--- src/rtl/nn_pkg.sv ---
// Shared Q8.8 constants, sequencer state encoding and saturation helpers.
package nn_pkg;

    localparam int unsigned DW     = 16;
    localparam int unsigned FRAC   = 8;
    localparam int unsigned ACC_W  = 40;
    localparam int unsigned PROD_W = 2 * DW;

    localparam logic signed [DW-1:0] Q_MAX = 16'sh7FFF;
    localparam logic signed [DW-1:0] Q_MIN = 16'sh8000;

    localparam logic signed [ACC_W-1:0] ACC_Q_MAX = ACC_W'(Q_MAX);
    localparam logic signed [ACC_W-1:0] ACC_Q_MIN = ACC_W'(Q_MIN);

    typedef enum logic [2:0] {
        IDLE   = 3'd0,
        ACCUM  = 3'd1,
        REDUCE = 3'd2,
        ACT    = 3'd3,
        HOLD   = 3'd4
    } nseq_state_t;

    // Clamp a wide signed value into the Q8.8 range.
    function automatic logic [DW-1:0] sat_to_q8(input logic signed [ACC_W-1:0] v);
        if (v > ACC_Q_MAX) begin
            return Q_MAX;
        end else if (v < ACC_Q_MIN) begin
            return Q_MIN;
        end else begin
            return v[DW-1:0];
        end
    endfunction

    function automatic logic q8_out_of_range(input logic signed [ACC_W-1:0] v);
        return (v > ACC_Q_MAX) || (v < ACC_Q_MIN);
    endfunction

endpackage

--- src/rtl/neuron_sequencer_activation.sv ---
// Combinational activation unit: relu(sat(weight_product + b)) in Q8.8.
module activation
    import nn_pkg::*;
(
    input  logic [DW-1:0] weight_product,
    input  logic [DW-1:0] b,
    output logic [DW-1:0] activation
);

    logic signed [DW:0]    sum_c;
    logic        [DW-1:0]  sat_c;

    assign sum_c = $signed({weight_product[DW-1], weight_product}) + $signed({b[DW-1], b});
    assign sat_c = sat_to_q8(ACC_W'(sum_c));
    assign activation = sat_c[DW-1] ? '0 : sat_c;

endmodule

--- src/rtl/neuron_sequencer.sv ---
// One-neuron dot-product sequencer feeding the shared activation unit.
// Optional sat_flag output enabled by defining NEURON_SEQ_SAT_FLAG_EN.
module neuron_sequencer
    import nn_pkg::*;
#(
    parameter int unsigned N_INPUTS = 4
)
(
    input  logic          clk,
    input  logic          rst,
    input  logic          start,
    input  logic [DW-1:0] bias,
    output logic          busy,
    input  logic          x_valid,
    output logic          x_ready,
    input  logic [DW-1:0] x_data,
    input  logic [DW-1:0] w_data,
    output logic          out_valid,
    input  logic          out_ready,
`ifdef NEURON_SEQ_SAT_FLAG_EN
    output logic          sat_flag,
`endif
    output logic [DW-1:0] out_data
);

    localparam int unsigned CNT_W = (N_INPUTS > 1) ? $clog2(N_INPUTS) : 1;
    localparam logic [CNT_W-1:0] LAST_CNT = CNT_W'(N_INPUTS - 1);

    nseq_state_t state_q, state_d;

    logic signed [ACC_W-1:0] acc_q, acc_d;
    logic [CNT_W-1:0]        cnt_q, cnt_d;
    logic [DW-1:0]           bias_q, bias_d;
    logic [DW-1:0]           wp_q, wp_d;
    logic [DW-1:0]           out_data_q, out_data_d;
    logic                    out_valid_q, out_valid_d;
    logic                    busy_q, busy_d;
    logic                    x_ready_q, x_ready_d;
`ifdef NEURON_SEQ_SAT_FLAG_EN
    logic                    sat_q, sat_d;
`endif

    logic signed [PROD_W-1:0] prod_c;
    logic signed [ACC_W-1:0]  shifted_c;
    logic [DW-1:0]            act_c;

    assign prod_c    = $signed(x_data) * $signed(w_data);
    assign shifted_c = acc_q >>> FRAC;

    activation u_activation (
        .weight_product (wp_q),
        .b              (bias_q),
        .activation     (act_c)
    );

    always_ff @(posedge clk) begin
        if (rst) begin
            state_q     <= IDLE;
            acc_q       <= '0;
            cnt_q       <= '0;
            bias_q      <= '0;
            wp_q        <= '0;
            out_data_q  <= '0;
            out_valid_q <= 1'b0;
            busy_q      <= 1'b0;
            x_ready_q   <= 1'b0;
`ifdef NEURON_SEQ_SAT_FLAG_EN
            sat_q       <= 1'b0;
`endif
        end else begin
            state_q     <= state_d;
            acc_q       <= acc_d;
            cnt_q       <= cnt_d;
            bias_q      <= bias_d;
            wp_q        <= wp_d;
            out_data_q  <= out_data_d;
            out_valid_q <= out_valid_d;
            busy_q      <= busy_d;
            x_ready_q   <= x_ready_d;
`ifdef NEURON_SEQ_SAT_FLAG_EN
            sat_q       <= sat_d;
`endif
        end
    end

    // Next-state and datapath updates; busy/x_ready are decoded from the next state.
    always_comb begin
        state_d     = state_q;
        acc_d       = acc_q;
        cnt_d       = cnt_q;
        bias_d      = bias_q;
        wp_d        = wp_q;
        out_data_d  = out_data_q;
        out_valid_d = out_valid_q;
`ifdef NEURON_SEQ_SAT_FLAG_EN
        sat_d       = sat_q;
`endif
        case (state_q)
            IDLE: begin
                if (start) begin
                    bias_d  = bias;
                    acc_d   = '0;
                    cnt_d   = '0;
                    state_d = ACCUM;
                end
            end
            ACCUM: begin
                if (x_valid && x_ready_q) begin
                    acc_d = acc_q + ACC_W'(prod_c);
                    cnt_d = cnt_q + CNT_W'(1);
                    if (cnt_q == LAST_CNT) begin
                        state_d = REDUCE;
                    end
                end
            end
            REDUCE: begin
                wp_d    = sat_to_q8(shifted_c);
`ifdef NEURON_SEQ_SAT_FLAG_EN
                sat_d   = q8_out_of_range(shifted_c);
`endif
                state_d = ACT;
            end
            ACT: begin
                out_data_d  = act_c;
                out_valid_d = 1'b1;
                state_d     = HOLD;
            end
            HOLD: begin
                if (out_valid_q && out_ready) begin
                    out_valid_d = 1'b0;
`ifdef NEURON_SEQ_SAT_FLAG_EN
                    sat_d       = 1'b0;
`endif
                    state_d     = IDLE;
                end
            end
            default: begin
                state_d = IDLE;
            end
        endcase
        busy_d    = (state_d != IDLE);
        x_ready_d = (state_d == ACCUM);
    end

    assign busy      = busy_q;
    assign x_ready   = x_ready_q;
    assign out_valid = out_valid_q;
    assign out_data  = out_data_q;
`ifdef NEURON_SEQ_SAT_FLAG_EN
    assign sat_flag  = sat_q;
`endif

endmodule
--- config.mk ---
export PLATFORM = sky130hd
export DESIGN_NAME = neuron_sequencer
export DESIGN_NICKNAME = d
export VERILOG_FILES = /design/src/rtl/nn_pkg.sv /design/src/rtl/neuron_sequencer_activation.sv /design/src/rtl/neuron_sequencer.sv
export SDC_FILE = /design/constraint.sdc
export NUM_CORES = 1
export LEC_CHECK = 0
export ABC_AREA = 1
export ABC_CLOCK_PERIOD_IN_PS = 8100
export BUFFER_PORTS_ARGS = -buffer_cell sky130_fd_sc_hd__buf_2
export CELL_PAD_IN_SITES_DETAIL_PLACEMENT = 1
export CELL_PAD_IN_SITES_GLOBAL_PLACEMENT = 2
export CORE_MARGIN = 2
export CORE_UTILIZATION = 38
export DETAILED_ROUTE_END_ITERATION = 6
export GPL_ROUTABILITY_DRIVEN = 0
export PLACE_DENSITY = 0.95
export SLEW_MARGIN = 20
export SYNTH_ARGS = -nofsm -noshare
export SYNTH_HDL_FRONTEND = slang
export SYNTH_SLANG_ARGS = --single-unit
--- constraint.sdc ---
create_clock -name clk -period 8.1 [get_ports clk]
set_input_delay 0.405 -clock clk [delete_from_list [all_inputs] [get_ports clk]]
set_output_delay 0.405 -clock clk [all_outputs]
set_load 0.02 [all_outputs]
# After elaboration in Yosys (flattened, before gate mapping)
# Cells that the tools add are included.
# Widths: inputs -> output; s select.
[classes] add_sub_neg=3 multipliers=1 n_div=0 n_lt_le_gt_ge=4 n_eq_ne=9 shifts=0 mux=18 n_bitwise=0 n_reduce_logical=9
[ops] op="$mux 40" n=2
[ops] op="$pmux 40 s2" n=1
[ops] op="$mux 16" n=4
[ops] op="$add 40x32->40" n=1
[ops] op="$gt 32x16->1 const B" n=1
[ops] op="$lt 32x16->1 const B" n=1
[ops] op="$mul 16x16->32" n=1
[ops] op="$add 16x16->17" n=1
[ops] op="$gt 17x16->1 const B" n=1
[ops] op="$lt 17x16->1 const B" n=1
[ops] op="$mux 15" n=1
[ops] op="$pmux 3 s5" n=1
[ops] op="$mux 3" n=4
[ops] op="$eq 3x1->1 const B" n=2
[ops] op="$eq 3x2->1 const B" n=2
[ops] op="$ne 2x2->1 const B" n=3
[ops] op="$mux 2" n=2
[ops] op="$pmux 2 s2" n=1
[ops] op="$reduce_and 2->1" n=2
[ops] op="$reduce_bool 2->1" n=2
[ops] op="$eq 3x3->1 const B" n=1
[ops] op="$logic_not 3->1" n=1
[ops] op="$reduce_and 3->1" n=1
[ops] op="$reduce_bool 3->1" n=1
[ops] op="5 further kinds" n=6
[word_totals] regBits=96 latch_bits=0 ram_bits=0 mem_bits_ro=0 input_bits=53 output_inout_bits=19 word_cells=53 n_memories=0

# Depth between registers and ports, before layout
# Gate-level depths: netlist of the first run.
[logic_depth] ltp_word=5 depth_mapped=30 depth_no_buf=28

# By module
# A second synthesis of the first run with hierarchy kept.
[hier_totals] hier_cells=2543 area_unflattened_um2=18522.8
[modules_own_cells] mod="neuron_sequencer" instances=1 cells_each=2290 area_per_inst_um2=17201.5 seq_area_each_um2=1921.8
[modules_own_cells] mod="activation" instances=1 cells_each=253 area_per_inst_um2=1321.3 seq_area_each_um2=0.0

# Worst setup path after synthesis of the first run
# No wires, ideal clock.
[synth_timing] path_kind="input port to flip-flop" start="input x_data[15]" end="register acc_q[39]" setup_time_ns=0.134 arrival_ns=5.858 t_required_ns=7.966 setup_slack_ns=2.108 cell_stages=24 n_path_buf=2 cell_sequence="buf_2 > clkbuf_1 > nand2_1 > inv_1 > fa_1 > fa_1 > inv_1 > fa_1 > fa_1 > inv_1 > fa_1 > inv_1 > fa_1 > inv_1 > ha_1 > nand2_1 > nor2_1 > nand2_1 > nor2_1 > nand3_1 > nand3_1 > nand2_1 > nand3_1 > a21oi_1"
[synth_via] elab_chain_len=4
[synth_rtl] item="start: declaration" line_no="neuron_sequencer.sv:16" source="input logic [DW-1:0] x_data,"
[synth_rtl] item="$mul 16x16->32" line_no="neuron_sequencer.sv:47" source="assign prod_c = $signed(x_data) * $signed(w_data);"
[synth_rtl] item="$add 40x32->40" line_no="neuron_sequencer.sv:109" source="acc_d = acc_q + ACC_W'(prod_c);"
[synth_rtl] item="$mux 40" line_no="neuron_sequencer.sv:108" source="if (x_valid && x_ready_q) begin"
[synth_rtl] item="$pmux 40 s2" line_no="neuron_sequencer.sv:98" source="case (state_q)"
[synth_rtl] item="end signal: assignment" line_no="neuron_sequencer.sv:59" source="acc_q <= '0;"
[synth_rtl] item="end signal: assignment" line_no="neuron_sequencer.sv:72" source="acc_q <= acc_d;"
[synth_rtl] item="end: declaration" line_no="neuron_sequencer.sv:31" source="logic signed [ACC_W-1:0] acc_q, acc_d;"
# Every way passes these cells. The select of a mux whose other input is x is not followed.
# A chain may end at the register's enable or synchronous reset.

# Final worst setup path of the first run
[layout_timing] start="input x_data[15]" end="register acc_q[34]"
# Same word-level chain as after synthesis.

==> out/qor.csv, run 1 <==
stage,metric,value,unit
run_status,status,completed,
clock_tree,Clock transition at path regs,0.09,ns
global_route,vias in the first global route,17600,
clock_tree,root buf cell,clkbuf_16,
clock_tree,worst-skew pair later-pin latency,0.37,ns
synth,"FF+latch count, synth",95,
synth,Synth Instances,2499,
timing,clk_skew,0.0198,ns
clock_tree,"Setup Fix Bufs, Post-CTS",0,
run,reported max-cap violation count,0,
worst_setup_path,Crit Reg-Reg Endpoint,acc_q[34],
worst_setup_path,Critical Path Source Type,input port,
worst_setup_path,origin of the worst setup path,x_data[15],
layout,fill cell count,6024,
clock_tree,# hold bufs at CTS,0,
synth,Yosys Warn Count,0,
drt,Final ANT Viol Nets,0,
layout,"commonest non-fill, non-tap cells in the layout","inv_1 (680), nand2_1 (669), fa_1 (331)",
worst_setup_path,CP endpoint,acc_q[34],
clock_tree,Num CTS Buffers,9,
drt,detailed-route via count,15300,
hold_path,HP Class,input port to flip-flop,
timing,Final Max Tran Viols,0,
clock_tree,CTS max path bufs,2,
global_route,initial antenna violation count,0,
timing,final worst-path cycle share,0.773,
synth,Netlist Area Pre-Place,0.0182,mm2
worst_setup_path,crit path max fanout,17,
worst_setup_path,crit-path most repeated cell,fa_1,
layout,n_diodes,0,
global_route,first-pass GRT wire length,90100,um
drt,drt wl/cell,17.3,um
worst_setup_path,critical path data arrival time,6.56,ns
global_route,Tot GR Track Use,0.228,
layout,share of cells above drive strength 1,0.0540,
timing,RSZ-0062 raised after global routing,false,
worst_setup_path,reg2reg start,acc_q[15],
worst_setup_path,"critical path, cell by cell","buf_2, nand2_1, inv_1, fa_1, fa_1, inv_1, fa_1, fa_1, fa_1, fa_1, inv_1, ha_1, a21oi_1, nand2_1, o21bai_1, a21oi_1, nand2_1, nand2_1, nand3_1, a21oi_1",
timing,post-route minimum period,6.27,ns
layout,"commonest non-fill, non-tap cell in the layout",inv_1,
drt,routed wire length,54000,um
worst_setup_path,Crit. End Element,flip-flop,
timing,Max-slew headroom,0.345,
worst_setup_path,CP required,8.39,ns
drt,DRT iter0 DRCs,769,
place,I/O Buffers,70,
die,io pins,72,
global_route,total grt overflow,0,
die,Starting Density,0.383,
clock_tree,# resized after CTS,0,
worst_setup_path,worst reg-to-reg setup slack,3.00,ns
global_route,largest net degree at the start of global routing,80,
worst_setup_path,critical path type,input port to flip-flop,
timing,final-report hold violation count,0,
place,dpl hpwl,46800,um
die,Rows,80,
timing,actual slew at the worst max-slew pin,0.981,ns
synth,sequential area share after synthesis,0.105,
clock_tree,CTS H-tree lvls,3,
clock_tree,Sink Count,95,
hold_path,Hold Crit Depth,3,
worst_setup_path,slowest cell delay on critical path,0.75,ns
worst_setup_path,"Slowest-stage cell, CP",fa_1,
timing,setup TNS,0,ns
layout,Syn-to-layout area delta,6.11,%
synth,Netlist cell types,39,
die,die span in x,223,um
drt,Via density,4.92,
timing,final setup vio count,0,
die,DIE AREA,0.0496,mm2
timing,Max Freq,160,MHz
drt,drt drc,0,
synth,"Avg Cell Area, Syn",7.28,um2
drt,DRT Pass-1 Iters,5,
worst_setup_path,reg2reg path depth,21,
synth,syn nets,3015,
layout,post-layout net count,3012,
clock_tree,CTS tree,done,
die,Die Ht,223,um
die,area of the core,0.0474,mm2
[kinds of logic after synthesis]
group	count (synthesis)	share of synthesized area
AOI/OAI and AO/OA	206	0.0615
other	1	0.000206
DFF	95	0.105
xor gates and xnor gates	9	0.00434
adders and majority gates	463	0.455
and+or+nand+nor	950	0.213
buffers and inverters	775	0.161
[metrics by stage]
stage	setup slack (ns)	instance area, um2	cells	hold slack (ns)	utilization
after CTS	1.80	19300	3116	0.291	0.406
after global routing	1.35	19300	3116	0.312	0.407
after global placement	1.61	19000	3100	0.452	0.400
after floorplan	2.11	18200	2499	0.444	-
final	1.83	19300	3116	0.293	0.407
after detailed placement	1.44	19000	3100	0.463	0.400
[worst max-delay path, delay by kind of cell]
kind	cells	cell delay [ns]
AO/OA/AOI/OAI	4	0.85
AND/OR/NAND/NOR	5	0.58
adder cells (fa/ha/maj)	7	3.83
buffers and inverters	4	0.86
[metal layers]
metal / wire length (um) / global-route usage / share of wire
met1: 23300 / 0.285 / 0.43
met2: 27700 / 0.418 / 0.51
met3: 1570 / 0.0213 / 0.029
met4: 1420 / 0.0641 / 0.026
met5: 0 / 0 / 0
[cell usage after synthesis, drive strengths merged]
cell type / instances / area [um2]
buf: 13 / 71.3
o21ai: 58 / 290
clkbuf: 76 / 285
xor2: 2 / 17.5
dfxtp: 95 / 1900
a31oi: 3 / 18.8
and2: 3 / 18.8
a211oi: 1 / 7.51
nor4: 3 / 18.8
nor3b: 1 / 7.51
o21bai: 10 / 75.1
nand2b: 2 / 12.5
inv: 686 / 2570
nand3b: 7 / 52.6
xnor2: 7 / 61.3
nand2: 675 / 2550
fa: 331 / 6630
nand3: 79 / 415
or2: 6 / 37.5
nor3: 13 / 81.3
nor2: 143 / 559
conb: 1 / 3.75
a21oi: 133 / 718
ha: 132 / 1650
a21o: 1 / 7.51
nand4: 18 / 113
[worst min-delay path by stage]
stage	from	slack, ns	endpoint
after floorplan	cnt_q[1]	0.44	cnt_q[1]
after global placement	acc_q[0]	0.45	acc_q[0]
after detailed placement	out_data[9]	0.46	out_data[9]
after CTS	bias[5]	0.29	bias_q[5]
after global routing	bias[5]	0.31	bias_q[5]
final	bias[5]	0.29	bias_q[5]
[sequential cells by signal, indices dropped and copies added, names as in the netlist]
name,flops
x_ready,1
out_valid,1
cnt_q,2
busy,1
out_data,15
acc_q,40
state_q,3
bias_q,16
wp_q,16
[final cells by class]
| type | count | area (um2) | area share |
|---|---|---|---|
| clock buffers | 9 | 225 | 0.0117 |
| clock inverters | 7 | 78.8 | 0.00409 |
| repair buffers | 75 | 388 | 0.0201 |
| flip-flops and latches | 95 | 1900 | 0.0986 |
| well taps | 615 | 769 | 0.0399 |
| inverters | 686 | 2570 | 0.133 |
| multi-input cells | 1629 | 13400 | 0.692 |
Power of run 1 is not shown: default switching activity piles up to over one toggle a cycle in this logic, so the estimate is an artifact.
==> run 2, diff against run 1 <==
ABC_AREA = 0   (was 1)
ABC_CLOCK_PERIOD_IN_PS = 5100   (was 8100)
CORE_UTILIZATION = 37   (was 38)
PLACE_DENSITY = 0.91   (was 0.95)
clock period = 5.1 ns   (was 8.1 ns; I/O delays follow)
==> run 2 against run 1 <==
The flow now finishes with violations (setup timing); non-clock buffer count is 255 higher; global-route usage rose by 0.52 points; core utilization is 8.0 points higher; design area increased by 11%; clock skew is 0.0063 ns lower; synthesized area shrank 9.1%; die area shrank 6.6%; count of clock-buffer cells in the layout unchanged; routed wire length up 5.3%; synthesized cell count is 26% lower; critical path depth rose by 3; critical path type unchanged; largest cell class unchanged.
==> out/qor.csv, run 2 <==
stage,metric,value,unit,change
synth,Post-synth top cells,"inv_1 (420), fa_1 (331), nand2_1 (231)",,
worst_setup_path,worst reg-to-reg setup slack,-0.20,ns,-3.20 ns
place,dpl hpwl,40900,um,-13%
clock_tree,worst-skew pair later-pin latency,0.36,ns,about the same
global_route,Tot GR Track Use,0.233,,+0.00520
clock_tree,Num CTS Buffers,9,,unchanged
synth,ranking of synthesized cells by area,"fa_1 (40%), dfxtp_1 (12%), ha_1 (10%)",,
timing,actual slew at the worst max-slew pin,0.870,ns,-0.111 ns
timing,Final Hold Slack,0.140,ns,-0.153 ns
clock_tree,Clock transition at path regs,0.08,ns,about the same
synth,Netlist cell types,71,,+82%
run,reported max-cap violation count,0,,unchanged
clock_tree,Sink Count,95,,unchanged
drt,drt wl/cell,20.9,um,+20%
synth,Post-synth EDFFs,0,,unchanged
synth,XOR/XNOR share of the synthesized area,0.0281,,+0.0238
clock_tree,# hold bufs at CTS,0,,unchanged
synth,"Top FF cell, synth",dfxtp_1,,
layout,"commonest non-fill, non-tap cells in the layout","inv_1 (374), fa_1 (307), nand2_1 (210)",,
layout,share of cells above drive strength 1,0.281,,+0.227
die,die span in x,215,um,-3.3%
drt,DRT iter0 DRCs,669,,-13%
synth,"FF+latch count, synth",95,,unchanged
synth,syn nets,2377,,-21%
layout,n_diodes,0,,unchanged
synth,main combinational cell family by area after synthesis,adder cells,,
die,Rows,77,,-3.8%
worst_setup_path,Crit. End Element,flip-flop,,
die,DIE AREA,0.0463,mm2,-6.6%
global_route,vias in the first global route,16600,,-5.7%
hold_path,Hold Crit Depth,3,,unchanged
layout,cell area after layout,0.0215,mm2,+11%
global_route,initial antenna violation count,0,,unchanged
worst_setup_path,crit path max fanout,15,,-2
drt,Final ANT Viol Nets,0,,unchanged
place,area post-placement,0.0192,mm2,+1.1%
layout,biggest regs,"acc_q x40, bias_q x16, wp_q x16",,
layout,max reg flops,40,,unchanged
worst_setup_path,critical path data arrival time,6.09,ns,-0.47 ns
timing,worst setup margin,-0.783,ns,-2.62 ns
synth,"Avg Cell Area, Syn",8.88,um2,+22%
worst_setup_path,reg2reg path depth,21,,unchanged
global_route,total grt overflow,0,,unchanged
die,Die Ht,215,um,-3.3%
synth,post-synthesis mux area share,0.000606,,+0.000606
layout,Util after Layout,0.486,,+0.0797
layout,Syn-to-layout area delta,29.9,%,
timing,RSZ-0062 raised after global routing,true,,
synth,compound-gate portion of the synthesized area,0.0923,,+0.0308
layout,"commonest non-fill, non-tap cell in the layout",inv_1,,
drt,Via density,5.20,,+5.7%
global_route,largest net degree at the start of global routing,64,,-20%
synth,Yosys Warn Count,0,,unchanged
global_route,first-pass GRT wire length,85900,um,-4.7%
timing,Final Max Tran Viols,0,,unchanged
timing,post-route minimum period,5.88,ns,
layout,Reg with most FFs,acc_q,,
drt,drt drc,0,,unchanged
timing,Max-slew headroom,0.420,,+0.0753
layout,non-filler cells in the finished layout,2726,,-13%
synth,Netlist Area Pre-Place,0.0165,mm2,-9.1%
drt,routed wire length,56800,um,+5.3%
worst_setup_path,origin of the worst setup path,w_data[13],,
worst_setup_path,CP required,5.31,ns,-3.08 ns
clock_tree,CTS tree,done,,
timing,Max Freq,170,MHz,
clock_tree,CTS H-tree lvls,3,,unchanged
drt,DRT Pass-1 Iters,4,,-1
drt,detailed-route via count,14200,,-7.6%
clock_tree,root buf cell,clkbuf_16,,
hold_path,HP Class,input port to flip-flop,,
synth,simple-gate area share of the yosys netlist,0.149,,-0.0635
run_status,status,finished with violations,,
synth,Async SR Flop Fraction,0,,unchanged
place,I/O Buffers,70,,unchanged
worst_setup_path,CP endpoint,acc_q[26],,
timing,final-report hold violation count,0,,unchanged
worst_setup_path,reg2reg start,acc_q[15],,
synth,"count leader, synth",inv_1,,
worst_setup_path,Critical Path Source Type,input port,,
synth,Synth Instances,1861,,-26%
timing,clk_skew,0.0135,ns,-0.00627 ns
die,Starting Density,0.374,,-0.00885
worst_setup_path,critical path type,input port to flip-flop,,
timing,final setup vio count,24,,+24
synth,"area leader, netlist",fa_1,,
synth,sequential area share after synthesis,0.115,,+0.0105
clock_tree,CTS max path bufs,2,,unchanged
synth,Synth Area in Adders,0.501,,+0.0458
timing,final worst-path cycle share,1.15,,
place,Placed Cells,2645,,-15%
run_status,failing checks,setup timing,,
die,io pins,72,,unchanged
worst_setup_path,Crit Reg-Reg Endpoint,acc_q[24],,
layout,post-layout net count,2645,,-12%
die,area of the core,0.0441,mm2,-7.0%
synth,top-area cell type share of the netlist area,0.401,,+0.0367
[run 2: cells by family after synthesis]
family | Yosys count
XOR/XNOR | 53
adder cells (fa/ha/maj) | 463
AO/OA/AOI/OAI | 244
flip-flops | 95
other | 1
buffers and inverters | 494
multiplexers | 1
AND/OR/NAND/NOR | 510
[run 2: per-layer routing]
layer / up-vias / routed length, um / global-route usage
met3: 183 / 1690 / 0.0270
li1: 6249 / - / -
met1: 7382 / 20900 / 0.262
met2: 363 / 31300 / 0.443
met4: 0 / 2930 / 0.0977
met5: - / 0 / 0
[run 2: layout make-up]
| cell class | instances | area [um2] |
|---|---|---|
| fill | 5076 | 22700 |
| multi-input combinational | 1272 | 14000 |
| timing repair buffer | 330 | 2910 |
| sequential | 95 | 1900 |
| inverter | 421 | 1590 |
| tap | 592 | 741 |
| clock buffer | 9 | 225 |
| clock inverter | 7 | 93.8 |
[run 2: what timing repair did]
| action | 4_1_cts | 5_1_grt |
|---|---|---|
| pin swaps | 116 | 96 |
| buffers inserted | 46 | 24 |
| resized for setup | 248 | 119 |
| cloned | 2 | 0 |
| endpoints found under the setup margin | 26 | 28 |
[run 2: per-stage QoR]
stage	TNS [ns]	setup slack, ns
after floorplan	-4.89	-0.514
after global placement	-20.10	-0.989
after detailed placement	-24.87	-1.23
after CTS	-7.33	-0.556
after global routing	-15.16	-0.900
final	-13.25	-0.783
[run 2: worst min path at each step]
stage | slack [ns] | startpoint | to
4_1_cts | 0.13 | bias[4] | bias_q[4]
5_1_grt | 0.13 | bias[4] | bias_q[4]
6_report | 0.14 | bias[4] | bias_q[4]
3_5_place_dp | 0.45 | wp_q[3] | wp_q[3]
2_1_floorplan | 0.39 | bias[0] | bias_q[0]
3_3_place_gp | 0.45 | wp_q[7] | wp_q[7]
[run 2: critical path: stages]
cell and delay, ns:
buf_4 0.18, and2_1 0.21, fa_1 0.63, fa_1 0.49, fa_1 0.67, fa_2 0.51, fa_1 0.60, inv_1 0.08
fa_1 0.50, inv_2 0.05, ha_4 0.29, nand3_4 0.11, nor2_4 0.19, nand3_2 0.12, buf_4 0.18, buf_6 0.11
nand3_4 0.11, buf_6 0.11, a31oi_4 0.10, buf_4 0.16, o31ai_4 0.18, xnor2_1 0.15, o21ai_0 0.10
Power of run 2 is left out for the same reason.
